File: config.mk
export PLATFORM = sky130hd
export DESIGN_NAME = uart_rx_deser
export DESIGN_NICKNAME = d
export VERILOG_FILES = /design/src/rtl/uart_rx_deser.sv
export SDC_FILE = /design/constraint.sdc
export NUM_CORES = 1
export LEC_CHECK = 0
export ABC_AREA = 1
export BUFFER_PORTS_ARGS = -buffer_cell sky130_fd_sc_hd__buf_2
export CAP_MARGIN = 20
export CORE_UTILIZATION = 45
export DETAILED_ROUTE_END_ITERATION = 16
export PLACE_DENSITY = 0.77
export SETUP_SLACK_MARGIN = 0.4
export SLEW_MARGIN = 20
export SYNTH_ARGS = -nofsm -noshare
export SYNTH_HDL_FRONTEND = slang
export SYNTH_SLANG_ARGS = --single-unit
export TNS_END_PERCENT = 10
File: constraint.sdc
create_clock -name clk -period 1.1 [get_ports clk]
set_input_delay 0.165 -clock clk [delete_from_list [all_inputs] [get_ports clk]]
set_output_delay 0.165 -clock clk [all_outputs]
set_load 0.1 [all_outputs]
File: src/rtl/uart_rx_deser.sv
// uart_rx_deser: UART 8N1 receive deserializer.
//   Synchronizes the asynchronous rx line, finds the start bit, samples each
//   data bit and the stop bit at mid-bit and presents the received byte on
//   data_out with a data_ready level that holds until the host acknowledges it.
// Ports:
//   clk           system clock, rising edge
//   reset         asynchronous, active-low; clears all state
//   rx            serial line, idle high, asynchronous to clk
//   data_ack      1-cycle pulse; host consumed data_out (clears all flags)
//   data_out      last good byte received
//   data_ready    new byte waiting in data_out
//   framing_error sticky; a stop bit was sampled low
//   overrun       sticky; a byte landed while data_ready was still set
//   busy          high whenever the receiver is not idle
module uart_rx_deser #(
    parameter int CLKS_PER_BIT = 4,
    parameter int DATA_BITS    = 8
) (
    input  logic                 clk,
    input  logic                 reset,
    input  logic                 rx,
    input  logic                 data_ack,
    output logic [DATA_BITS-1:0] data_out,
    output logic                 data_ready,
    output logic                 framing_error,
    output logic                 overrun,
    output logic                 busy
);

    localparam int CW = $clog2(CLKS_PER_BIT);
    localparam int BW = (DATA_BITS > 1) ? $clog2(DATA_BITS) : 1;

    localparam logic [CW-1:0] CNT_HALF = CW'(CLKS_PER_BIT / 2 - 1);
    localparam logic [CW-1:0] CNT_LAST = CW'(CLKS_PER_BIT - 1);
    localparam logic [BW-1:0] IDX_LAST = BW'(DATA_BITS - 1);

    typedef enum logic [2:0] {
        S_IDLE,
        S_START,
        S_DATA,
        S_STOP,
        S_BREAK
    } state_t;

    state_t                 state, state_nxt;
    logic                   rx_m, rx_s;
    logic [CW-1:0]          cnt;
    logic [BW-1:0]          bit_idx;
    logic [DATA_BITS-1:0]   shift_reg;

    logic                   cnt_clr;
    logic                   idx_clr;
    logic                   shift_en;
    logic                   load;
    logic                   ferr_set;

    // Two-flop synchronizer; both flops reset to the idle line level.
    always_ff @(posedge clk or negedge reset) begin
        if (!reset) begin
            rx_m <= 1'b1;
            rx_s <= 1'b1;
        end else begin
            rx_m <= rx;
            rx_s <= rx_m;
        end
    end

    always_ff @(posedge clk or negedge reset) begin
        if (!reset) begin
            state <= S_IDLE;
        end else begin
            state <= state_nxt;
        end
    end

    // IDLE and BREAK hold cnt at zero, so every state is entered with cnt==0.
    always_comb begin
        state_nxt = state;
        cnt_clr   = 1'b0;
        idx_clr   = 1'b0;
        shift_en  = 1'b0;
        load      = 1'b0;
        ferr_set  = 1'b0;
        case (state)
            S_IDLE: begin
                cnt_clr = 1'b1;
                if (!rx_s) state_nxt = S_START;
            end
            S_START: begin
                if (cnt == CNT_HALF) begin
                    cnt_clr   = 1'b1;
                    idx_clr   = 1'b1;
                    state_nxt = rx_s ? S_IDLE : S_DATA;
                end
            end
            S_DATA: begin
                if (cnt == CNT_LAST) begin
                    cnt_clr  = 1'b1;
                    shift_en = 1'b1;
                    if (bit_idx == IDX_LAST) state_nxt = S_STOP;
                end
            end
            S_STOP: begin
                if (cnt == CNT_LAST) begin
                    cnt_clr = 1'b1;
                    if (rx_s) begin
                        load      = 1'b1;
                        state_nxt = S_IDLE;
                    end else begin
                        ferr_set  = 1'b1;
                        state_nxt = S_BREAK;
                    end
                end
            end
            S_BREAK: begin
                cnt_clr = 1'b1;
                if (rx_s) state_nxt = S_IDLE;
            end
            default: begin
                cnt_clr   = 1'b1;
                state_nxt = S_IDLE;
            end
        endcase
    end

    always_ff @(posedge clk or negedge reset) begin
        if (!reset) begin
            cnt       <= '0;
            bit_idx   <= '0;
            shift_reg <= '0;
        end else begin
            cnt <= cnt_clr ? '0 : cnt + CW'(1);
            if (idx_clr) begin
                bit_idx <= '0;
            end else if (shift_en) begin
                bit_idx <= bit_idx + BW'(1);
            end
            // LSB-first line: shift in at the MSB so the first bit ends in bit 0.
            if (shift_en) begin
                shift_reg <= {rx_s, shift_reg[DATA_BITS-1:1]};
            end
        end
    end

    // A load coinciding with data_ack keeps data_ready set and does not count
    // as an overrun; the ack still clears any older overrun.
    always_ff @(posedge clk or negedge reset) begin
        if (!reset) begin
            data_out      <= '0;
            data_ready    <= 1'b0;
            framing_error <= 1'b0;
            overrun       <= 1'b0;
        end else begin
            if (load) begin
                data_out <= shift_reg;
            end

            if (load) begin
                data_ready <= 1'b1;
            end else if (data_ack) begin
                data_ready <= 1'b0;
            end

            if (load && data_ready && !data_ack) begin
                overrun <= 1'b1;
            end else if (data_ack) begin
                overrun <= 1'b0;
            end

            if (ferr_set) begin
                framing_error <= 1'b1;
            end else if (data_ack) begin
                framing_error <= 1'b0;
            end
        end
    end

    assign busy = (state != S_IDLE);

endmodule
==> run metrics <==
status complete, but fails checks; failing checks negative setup slack; final worst slack -276 ps; post-synthesis cell type count 19; final core occ just under 70%; dpl cell area 1700 sq um; GR Overflow Total 0; WL/cell ~13 microns; Nets 181; H-Tree Depth 2; CTS sink cnt 29; vias in the first global route around 1100; clk slew on worst S/H paths approximately 90 ps; Synthesis Warnings 0; critical path type register to output pin; Peak supply drop 2.54 mV; Final Critical Period around 1400 ps; antenna-violating nets left 0; flops & latches, synth 29; port bufs 15; DR vias/cell approximately 5.2; HP Class primary input to register; largest stage delay on the critical path 440 ps; FP Rows 19; EDFF count, synth 0; Overall Global Routing Usage 19.7%; iteration-0 DRC count of the detailed router 42; syn_area_per_cell 9.66 sq um; post-synthesis net count between 100 and 150; CP Max Fanout 3; setup TNS -4350 ps; synthesized area ~1300 sq um; pin count of the biggest net entering global routing 30; Die X between 50 and 60 microns; Routed WL roughly 2700 microns; Clock Skews between 7 and 8 ps; Core Region 2760 sq um; ANT cells 0; HPWL after DPL about 1700 microns; via count around 1100; Final Instance Area around 1900 sq um; CP endpoint kind output pin; fin. max-slew vios 0; drt drc 0; synth top area cells dfrtp_1 (51%), nand2_1 (9.7%), o21ai_2 (6.0%); Final setup viols 34; CTS tree done; clk buf depth 2; die area ~3100 sq um; delay-heaviest family, CP flip-flops; top cell type's share of synthesized area between 50 and 60%; Post-synth top cells nand2_1 (34), dfrtp_1 (27), inv_1 (16); Worst Path Required roughly 940 ps; Post-Syn Instances around 140; Die H about 56 microns; Final period util 125%; slew margin rel. 83.0%; Inserted Clock Buffers 5; Pleak 0.855 nW; Worst Path Arrival ~1200 ps; PD cells 2030 nW/um^2; Seq/Total Area, Yosys 55.4%; CTS root buffer clkbuf_4; CP max stage cell dfrtp_2; first-pass GRT wire length 4660 microns; hold_ws 29.2 ps; Placer Congestion roughly 0.9; Max Clk Rate approximately 730 MHz; RSZ-0062 raised after global routing true; number of max-cap violations 0; worst path bufs/invs 2; Main synth FF type dfrtp_1; count leader, synth nand2_1; CP cell instances nor2_4, buf_6, nand2_4, buf_12; share of layout cells above drive strength 1 between 40% and 50%; first drt pass iteration count 4; Clock Latency Late Sink between 300 and 400 ps; FFs w/ async S/R, synth between 90% and 100%; Worst Max-Slew Pin Slew 255 ps; Initial Util 47.6%; initial antenna violation count 0; crit path launch type register; biggest area consumer among synthesized cells dfrtp_1; I/O pin count 16; Layout area overhead 45.8%; Hold Violations, Final 0; Post-Place Setup Slack -188 ps
[power breakdown]
part	switching [mW]	leakage [nW]	internal (mW)
Combinational	0.977	0.440	0.659
Sequential	0.132	0.370	1.21
Clock	0.384	0.0445	0.540
[layout make-up]
cell class | count | area [sq um]
fill | 198 | 842
sequential | 29 | 747
multi-input combinational | 87 | 573
timing repair buffer | 32 | 404
inverter | 17 | 63.8
clock buffer | 6 | 51.3
tap | 31 | 38.8
clock inverter | 2 | 37.5
[what timing repair did]
action                                  in CTS  in global routing
cloned                                       0                  0
endpoints found under the setup margin      39                 39
pin swaps                                    8                  2
buffers inserted                             4                  2
endpoints found under the hold margin       30                  0
hold buffers                                 2                  0
resized for setup                           15                  7
[through the flow]
step	power (mW)	std cells
after floorplan	2.21	136
after detailed placement	2.65	188
final	3.90	204
after global placement	2.58	188
after global routing	4.09	204
after CTS	3.77	202
[path summary, 6_finish.rpt]
path	to	cells after the start	from	slack, ps
max	busy	4	state[0]	-280
min	data_ready	2	data_ack	30
max reg2reg	cnt[0]	6	state[2]	-220
min reg2reg	rx_s	0	rx_m	370
max in group asynchronous	rx_s	3	reset	560
min in group asynchronous	shift_reg[0]	3	reset	300
[layout by cell type (no fill, tap or decap), drive strengths merged, types with 2 or more instances in the layout]
cell type,instances
buf,30
clkbuf,6
dfrtp,27
dfstp,2
dlygate4sd3,2
ha,5
inv,17
nand2,36
nand3,13
nor2,11
o21ai,20
[metal layers]
layer	vias to the layer above	share of wire (%)	GRT usage (%)
met5	-	0	0
met4	0	3.2	11.5
met3	9	4.9	4.65
met2	41	51	32.5
met1	505	41	23.3
li1	500	-	-
[cell families (layout without fill, tap and decap cells)]
| logic type | count (synthesis) | after routing | share of synthesized area, % |
|---|---|---|---|
| compound gates | 21 | 21 | 11.0 |
| fa+ha+maj | 5 | 5 | 4.76 |
| buf+inv | 20 | 57 | 6.48 |
| flops | 29 | 29 | 55.4 |
| simple gates | 61 | 61 | 22.4 |
No activity file was read; power rests on OpenSTA's default activity.
